**src/rtl/vram_arbiter.sv**
```systemverilog
// vram_arbiter: shares one single-port video SRAM between the video fetch
// port and the CPU bus. Video has fixed priority; accesses are never
// pre-empted and are followed by one turnaround cycle with no strobes.
module vram_arbiter #(
  parameter int unsigned WAIT_STATES = 1
) (
  input  logic        clk,
  input  logic        rst,
  input  logic [15:0] vid_addr,
  input  logic        vid_cs,
  output logic [7:0]  vid_data,
  output logic        vid_complete,
  input  logic [15:0] cpu_addr,
  input  logic [7:0]  cpu_di,
  output logic [7:0]  cpu_do,
  input  logic        cpu_rw,
  input  logic        cpu_cs,
  output logic        cpu_ready,
  output logic [15:0] mem_addr,
  output logic [7:0]  mem_wdata,
  input  logic [7:0]  mem_rdata,
  output logic        mem_ce,
  output logic        mem_oe,
  output logic        mem_we
);

  typedef enum logic [1:0] {
    ST_IDLE,
    ST_ACCESS,
    ST_DONE
  } state_t;

  localparam logic [2:0] CNT_INIT = 3'(WAIT_STATES);

  state_t      r_state;
  state_t      w_state_nxt;
  logic [2:0]  r_cnt;
  logic        r_vid_arm;
  logic        r_cpu_arm;
  logic        r_own_vid;
  logic        r_op_rd;

  logic [7:0]  r_vid_data;
  logic        r_vid_complete;
  logic [7:0]  r_cpu_do;
  logic        r_cpu_ready;
  logic [15:0] r_mem_addr;
  logic [7:0]  r_mem_wdata;
  logic        r_mem_ce;
  logic        r_mem_oe;
  logic        r_mem_we;

  logic        w_vid_elig;
  logic        w_cpu_elig;
  logic        w_grant_vid;
  logic        w_grant_cpu;
  logic        w_finish;

  // A port may only be granted after it has dropped cs since its last grant.
  assign w_vid_elig = vid_cs & r_vid_arm;
  assign w_cpu_elig = cpu_cs & r_cpu_arm;

  // State register.
  always_ff @(posedge clk) begin
    if (rst) r_state <= ST_IDLE;
    else     r_state <= w_state_nxt;
  end

  // Next-state logic and grant/finish decisions.
  always_comb begin
    w_state_nxt = r_state;
    w_grant_vid = 1'b0;
    w_grant_cpu = 1'b0;
    w_finish    = 1'b0;
    case (r_state)
      ST_IDLE: begin
        if (w_vid_elig) begin
          w_grant_vid = 1'b1;
          w_state_nxt = ST_ACCESS;
        end else if (w_cpu_elig) begin
          w_grant_cpu = 1'b1;
          w_state_nxt = ST_ACCESS;
        end
      end
      ST_ACCESS: begin
        if (r_cnt == 3'd0) begin
          w_finish    = 1'b1;
          w_state_nxt = ST_DONE;
        end
      end
      ST_DONE: w_state_nxt = ST_IDLE;
      default: w_state_nxt = ST_IDLE;
    endcase
  end

  // Arm flags: clear at grant, re-arm on any cycle with cs low.
  always_ff @(posedge clk) begin
    if (rst) begin
      r_vid_arm <= 1'b1;
      r_cpu_arm <= 1'b1;
    end else begin
      if (w_grant_vid)  r_vid_arm <= 1'b0;
      else if (!vid_cs) r_vid_arm <= 1'b1;
      if (w_grant_cpu)  r_cpu_arm <= 1'b0;
      else if (!cpu_cs) r_cpu_arm <= 1'b1;
    end
  end

  // SRAM pin drive, wait-state counter, read-data capture and done pulses.
  always_ff @(posedge clk) begin
    if (rst) begin
      r_cnt          <= '0;
      r_own_vid      <= 1'b0;
      r_op_rd        <= 1'b0;
      r_vid_data     <= '0;
      r_vid_complete <= 1'b0;
      r_cpu_do       <= '0;
      r_cpu_ready    <= 1'b0;
      r_mem_addr     <= '0;
      r_mem_wdata    <= '0;
      r_mem_ce       <= 1'b0;
      r_mem_oe       <= 1'b0;
      r_mem_we       <= 1'b0;
    end else begin
      r_vid_complete <= 1'b0;
      r_cpu_ready    <= 1'b0;
      if (w_grant_vid || w_grant_cpu) begin
        r_own_vid  <= w_grant_vid;
        r_op_rd    <= w_grant_vid | cpu_rw;
        r_mem_addr <= w_grant_vid ? vid_addr : cpu_addr;
        r_mem_ce   <= 1'b1;
        r_mem_oe   <= w_grant_vid | cpu_rw;
        r_mem_we   <= w_grant_cpu & ~cpu_rw;
        if (w_grant_cpu && !cpu_rw) r_mem_wdata <= cpu_di;
        r_cnt      <= CNT_INIT;
      end else if (r_state == ST_ACCESS) begin
        if (w_finish) begin
          r_mem_ce <= 1'b0;
          r_mem_oe <= 1'b0;
          r_mem_we <= 1'b0;
          if (r_own_vid) begin
            r_vid_complete <= 1'b1;
            if (r_op_rd) r_vid_data <= mem_rdata;
          end else begin
            r_cpu_ready <= 1'b1;
            if (r_op_rd) r_cpu_do <= mem_rdata;
          end
        end else begin
          r_cnt <= r_cnt - 3'd1;
        end
      end
    end
  end

  assign vid_data     = r_vid_data;
  assign vid_complete = r_vid_complete;
  assign cpu_do       = r_cpu_do;
  assign cpu_ready    = r_cpu_ready;
  assign mem_addr     = r_mem_addr;
  assign mem_wdata    = r_mem_wdata;
  assign mem_ce       = r_mem_ce;
  assign mem_oe       = r_mem_oe;
  assign mem_we       = r_mem_we;

endmodule
```
**config.mk**
```make
export PLATFORM = sky130hd
export DESIGN_NAME = vram_arbiter
export DESIGN_NICKNAME = d
export VERILOG_FILES = /design/src/rtl/vram_arbiter.sv
export SDC_FILE = /design/constraint.sdc
export NUM_CORES = 1
export LEC_CHECK = 0
export ABC_AREA = 1
export ABC_CLOCK_PERIOD_IN_PS = 2600
export CORE_MARGIN = 1
export CORE_UTILIZATION = 46
export DETAILED_ROUTE_END_ITERATION = 8
export PLACE_DENSITY = 0.92
export SLEW_MARGIN = 10
export SYNTH_ARGS = -nofsm -noshare
export SYNTH_HDL_FRONTEND = slang
export SYNTH_SLANG_ARGS = --single-unit
```
**constraint.sdc**
```tcl
create_clock -name clk -period 2.6 [get_ports clk]
set_clock_uncertainty 0.2 [all_clocks]
set_input_delay 0.52 -clock clk [delete_from_list [all_inputs] [get_ports clk]]
set_output_delay 0.52 -clock clk [all_outputs]
set_load 0.01 [all_outputs]
```
==> metrics.txt, run 1 <==
part of the cycle the worst path needs 74.53%; half-perimeter wire length after placement 4339 um; hold-fix buffers at CTS 0; Synth top area share 46.13%; top cells by area in the synthesized netlist dfxtp_1 (46%), nand2_1 (20%), nor2_1 (6.9%), nand3_1 (4.9%), nor2_4 (2.9%); highest cell delay on the worst timing path 560 ps; GRT Residual Overflow 0; crit path capture type primary output; share of flip-flops with an asynchronous set or reset 0%; initial antenna violation count 0; category of the worst setup path launch point flip-flop; global-route wire length before repair 9487 um; IO Port Bufs 97; level count of the clock H-tree 2; CTS Root Buffer Type clkbuf_8; per-cell routed wire length 11.59 um; Worst VDD drop 0.2810 mV; height of the chip 73.38 um; Final Hold Vio Count 0; DR iter-0 viols 100; detailed-route vias per instance 4.795; largest area contributor in the netlist dfxtp_1; total power consumption of the routed design 2030 uW; number of maximum-capacitance constraint violations 0; EDFF count, synth 0; arrival time worst endpoint 1220 ps; area of the mapped netlist 2343 sq um; synth unique cells 25; number of synthesis warnings 0; run status finished, final reports clean; Critical Setup Path Class reg -> out; Layout Nets 475; Setup Total Neg Slack 0 ps; portion of the post-synthesis area used by sequential elements 46.13%; Achievable Freq 516.0 MHz; instance area at placement 3331 sq um; CTS sink cnt 54; Power Density 590.7 nW/um^2; Least-Margin Pin Slew 448.5 ps; gr usage total 22.87%; worst-path cell chain clkdlybuf4s50_1; non-filler instance count after layout 488; number of detailed-routing iterations run before antenna repair 4; min cycle time layout 1938 ps; CP bufs+invs 1; count of antenna-violating nets left after detailed routing 0; commonest non-fill, non-tap cell in the layout nand2_1; final weighted congestion in routability-driven placement 0.8495; drt drc 0; LEAKAGE 0.001517 uW; cells resized by post-CTS repair 0; via count of the first global-routing pass 2330; Total Routed Length 5657 um; fraction of final layout cells sized beyond drive strength 1 5.938%; Die Outline Area 5384 sq um; Die W 73.38 um; slowest stage cell, crit path clkdlybuf4s50_1; required arrival time at the worst endpoint 1880 ps; category of cells accounting for the largest share of critical-path delay buffers and inverters; growth of design area from synthesis to finish 46.66%; Post-Synthesis Net Count 379; number of buffers added by the clock tree synthesis step 5; Slew headroom 70.06%; RSZ-0062 raised after global routing no; pin count of the biggest net entering global routing 29; setup violators final 0; number of max-slew violations in the final report 0; ys flop type dfxtp_1; placeable core area 4817 sq um; total via count in the routed design 2340; total inserted antenna cells 0; average cell area after synthesis 7.233 sq um; placement row count 25; clock tree from TritonCTS built; number of flip-flops and latches in the synthesized netlist 54; clock latency on the worst-skew pair 300 ps; Post-CTS Setup Repair Bufs 0; number of placed cells counting well taps 480; kind of path behind the tightest hold check reg -> reg; Worst-path clk slew 90 ps; count of mapped cells out of synthesis 324; number of buffers between clock root and the deepest sink 2; Finished Cell Area 3437 sq um; commonest non-fill, non-tap cells in the layout nand2_1 (125), clkdlybuf4s50_1 (97), dfxtp_1 (54); total I/O pin count 98; effective utilization at floorplan 48.65%; Crit Path Max Fanout 2
## through the flow
step	setup WS, ps	hold WS [ps]	utilization, %
2_1_floorplan	996.2	228.7	-
3_3_place_gp	469.5	236.1	69.14
3_5_place_dp	395.8	240.6	69.14
4_1_cts	653.2	257.5	71.35
5_1_grt	590.6	275.1	71.35
6_report	662.2	256.7	71.35
## synth_stat cells, types with 2 or more instances
library cell,instances
inv_1,17
nor3_1,3
buf_1,2
nand2_4,4
nand4_1,3
clkinv_1,2
nand2_1,125
nand3_1,23
inv_2,3
ha_1,2
buf_6,4
o21ai_0,11
dfxtp_1,54
nor2_1,43
a21oi_1,13
nor2_4,6
## flip-flops by register name, indices dropped and copies added, names as in the netlist
name          count
mem_addr         16
cpu_do            8
mem_wdata         8
vid_data          8
r_cnt             3
r_state           2
cpu_ready         1
mem_ce            1
mem_oe            1
mem_we            1
r_cpu_arm         1
r_op_rd           1
r_own_vid         1
r_vid_arm         1
vid_complete      1
## report_power, final
group	leakage, uW	switching (uW)	internal, uW
Combinational	0.00102	282	260
Clock	0.0000524	247	288
Sequential	0.000441	50.4	903
## worst min-delay path, stage by stage (launching register included)
cell     delay (ps)
dfxtp_1         320
nand2_1          60
nand2_1          40
## layer usage
metal	track usage (%)	part of all wire (%)
met4	6.624	0.85
met2	40.95	49
met5	0	0
met1	24.55	39
met3	9.602	12
## worst paths after layout
kind	to	slack (ps)	cells after the start	from
setup / recovery	mem_ce	660	1	mem_ce
setup reg to reg	vid_data[2]	790	9	r_cnt[0]
hold / removal	mem_addr[8]	260	2	mem_addr[8]
hold reg to reg	mem_addr[8]	260	2	mem_addr[8]
## layout make-up
cell class	instances	area, sq um
Fill cell	386	1380
Multi-Input combinational cell	237	1091
Sequential cell	54	1081
Timing Repair Buffer	99	985.9
Inverter	23	88.84
Tap cell	67	83.83
Clock buffer	7	76.32
Clock inverter	1	30.03
## kinds of logic (layout without fill, tap and decap cells)
group                      Yosys count  after routing  share of synthesized area, %
DFF                                 54             54                         46.13
and+or+nand+nor                    210            210                         40.04
AOI/OAI and AO/OA                   25             25                         5.446
buffers and inverters               33            130                         7.314
adders and majority gates            2              2                         1.068
No activity file was read; power rests on OpenSTA's default activity.
==> run 2: changes to the inputs <==
--- a/config.mk
+++ b/config.mk
@@ -6,11 +6,11 @@
 export NUM_CORES = 1
 export LEC_CHECK = 0
 export ABC_AREA = 1
-export ABC_CLOCK_PERIOD_IN_PS = 2600
+export ABC_CLOCK_PERIOD_IN_PS = 1800
 export CORE_MARGIN = 1
-export CORE_UTILIZATION = 46
+export CORE_UTILIZATION = 42
 export DETAILED_ROUTE_END_ITERATION = 8
-export PLACE_DENSITY = 0.92
+export PLACE_DENSITY = 0.86
 export SLEW_MARGIN = 10
 export SYNTH_ARGS = -nofsm -noshare
 export SYNTH_HDL_FRONTEND = slang
==> constraint.sdc (replaced) <==
create_clock -name clk -period 1.8 [get_ports clk]
set_clock_uncertainty 0.2 [all_clocks]
set_input_delay 0.36 -clock clk [delete_from_list [all_inputs] [get_ports clk]]
set_output_delay 0.36 -clock clk [all_outputs]
set_load 0.01 [all_outputs]
==> run 2 against run 1 <==
Count of clock-buffer cells in the layout stayed put. Register-to-register slack lost 630 ps. Combinational power grew 59%. Sequential share of layout area is 1.3 points lower. Power increased by 41%. Utilization decreased by 2.8 points. Critical path type unchanged. Highest routed layer unchanged.
==> metrics.txt, run 2 (synthesis gave the netlist of run 1 again) <==
pin count of the biggest net entering global routing 27; Die Outline Area 5882 sq um; level count of the clock H-tree 2; r2r endpoint vid_data[4]; clock latency on the worst-skew pair 300 ps; RSZ-0062 raised after global routing no; total I/O pin count 98; count of antenna-violating nets left after detailed routing 0; hold path endpoint mem_addr[8]; placeable core area 5238 sq um; placement row count 26; per-cell routed wire length 11.79 um; cell depth of the worst hold path 2; Worst VDD drop 0.4458 mV; setup violators final 0; Finished Cell Area 3588 sq um; hold-fix buffers at CTS 0; sequential power share 47.8%; kind of path behind the tightest hold check reg -> reg; start of the worst register-to-register path r_cnt[0]; slowest stage cell, crit path clkdlybuf4s50_1; Critical Setup Path Class reg -> out; worst setup slack for register-to-register paths 160 ps; Comb pwr share 30.2%; Die W 76.70 um; fraction of final layout cells sized beyond drive strength 1 8.372%; part of the cycle the worst path needs 97.86%; instance area at placement 3452 sq um; worst-path cell chain clkdlybuf4s50_1; global-route wire length before repair 10120 um; switching pwr 860.6 uW; via count of the first global-routing pass 2351; GRT Residual Overflow 0; height of the chip 76.70 um; final weighted congestion in routability-driven placement 0.7919; required arrival time at the worst endpoint 1240 ps; commonest non-fill, non-tap cell in the layout nand2_1; Slew headroom 80.40%; number of maximum-capacitance constraint violations 0; number of buffers between clock root and the deepest sink 2; Setup Total Neg Slack 0 ps; number of cells on the worst reg-to-reg path 10; Final Hold Vio Count 0; Layout Nets 485; CTS sink cnt 54; start point of the worst hold path mem_addr[8]; Least-Margin Pin Slew 292.3 ps; half-perimeter wire length after placement 4482 um; Power Density 795.8 nW/um^2; highest cell delay on the worst timing path 550 ps; total via count in the routed design 2424; gr usage total 21.24%; number of placed cells counting well taps 492; IO Port Bufs 97; total inserted antenna cells 0; drt drc 0; arrival time worst endpoint 1200 ps; CP bufs+invs 1; Crit Path Max Fanout 2; CTS Root Buffer Type clkbuf_8; non-filler instance count after layout 500; run status finished, final reports clean; detailed-route vias per instance 4.848; commonest non-fill, non-tap cells in the layout nand2_1 (125), clkdlybuf4s50_1 (84), dfxtp_1 (54); number of buffers added by the clock tree synthesis step 5; LEAKAGE 0.001781 uW; DR iter-0 viols 83; category of the worst setup path launch point flip-flop; effective utilization at floorplan 44.74%; number of max-slew violations in the final report 0; initial antenna violation count 0; clock tree from TritonCTS built; part of the power in the clock network 22.0%; crit path capture type primary output; Achievable Freq 567.7 MHz; cell internal power dissipation 1995 uW; growth of design area from synthesis to finish 53.12%; category of cells accounting for the largest share of critical-path delay buffers and inverters; min cycle time layout 1762 ps; number of detailed-routing iterations run before antenna repair 4; Worst-path clk slew 90 ps; layout filler cell count 433; total power consumption of the routed design 2856 uW; switching portion of total power 30.13%; flip-flop count of the largest register after layout 16; Total Routed Length 5895 um
[run 2: through the flow]
stage / utilization (%) / hold WS (ps) / worst slack (ps)
CTS: 67.46 / 258.4 / 9.429
floorplan: - / 228.7 / 196.2
global route: 68.51 / 279.2 / 2.893
detailed placement: 65.91 / 239.4 / -80.18
global placement: 65.91 / 235.1 / -25.81
finish: 68.51 / 254.7 / 38.44
[run 2: worst max path at each step]
stage / from / depth (start not counted) / slack, ps / endpoint
floorplan: r_cnt[0] / 10 / 200 / cpu_do[0]
global placement: vid_cs / 7 / -30 / mem_wdata[7]
detailed placement: vid_cs / 7 / -80 / mem_wdata[7]
CTS: mem_addr[2] / 1 / 9 / mem_addr[2]
global route: mem_addr[6] / 1 / 3 / mem_addr[6]
finish: mem_addr[6] / 1 / 40 / mem_addr[6]
[run 2: layer usage]
metal  global-route usage (%)  vias to the layer above  wire, um
li1                         -                     1218         -
met1                    23.78                     1093      2398
met2                    36.52                      103      2817
met3                    8.929                       10       594
met4                    6.154                        0        85
met5                        0                        -         0
[run 2: layout make-up]
type                            instances  area [sq um]  area share [%]
Clock buffer                            7         76.32           2.127
Inverter                               23         88.84           2.476
Multi-Input combinational cell        237          1099           30.61
Sequential cell                        54          1081           30.13
Tap cell                               70         87.58           2.441
Timing Repair Buffer                  109          1156           32.22
[run 2: what timing repair did]
| item | CTS | global route |
|---|---|---|
| setup endpoints to repair | 1 | 29 |
| cloned | 0 | 0 |
| hold endpoints to repair | 0 | 0 |
| pin swaps | 0 | 1 |
| setup buffers | 0 | 1 |
| resized for setup | 1 | 14 |
[run 2: power by group through the flow]
stage / clock network (uW) / registers (uW) / logic [uW]
floorplan: 0 / 1430 / 414
global placement: 0 / 1390 / 837
detailed placement: 0 / 1390 / 860
CTS: 650 / 1370 / 867
global route: 693 / 1380 / 951
finish: 629 / 1360 / 862
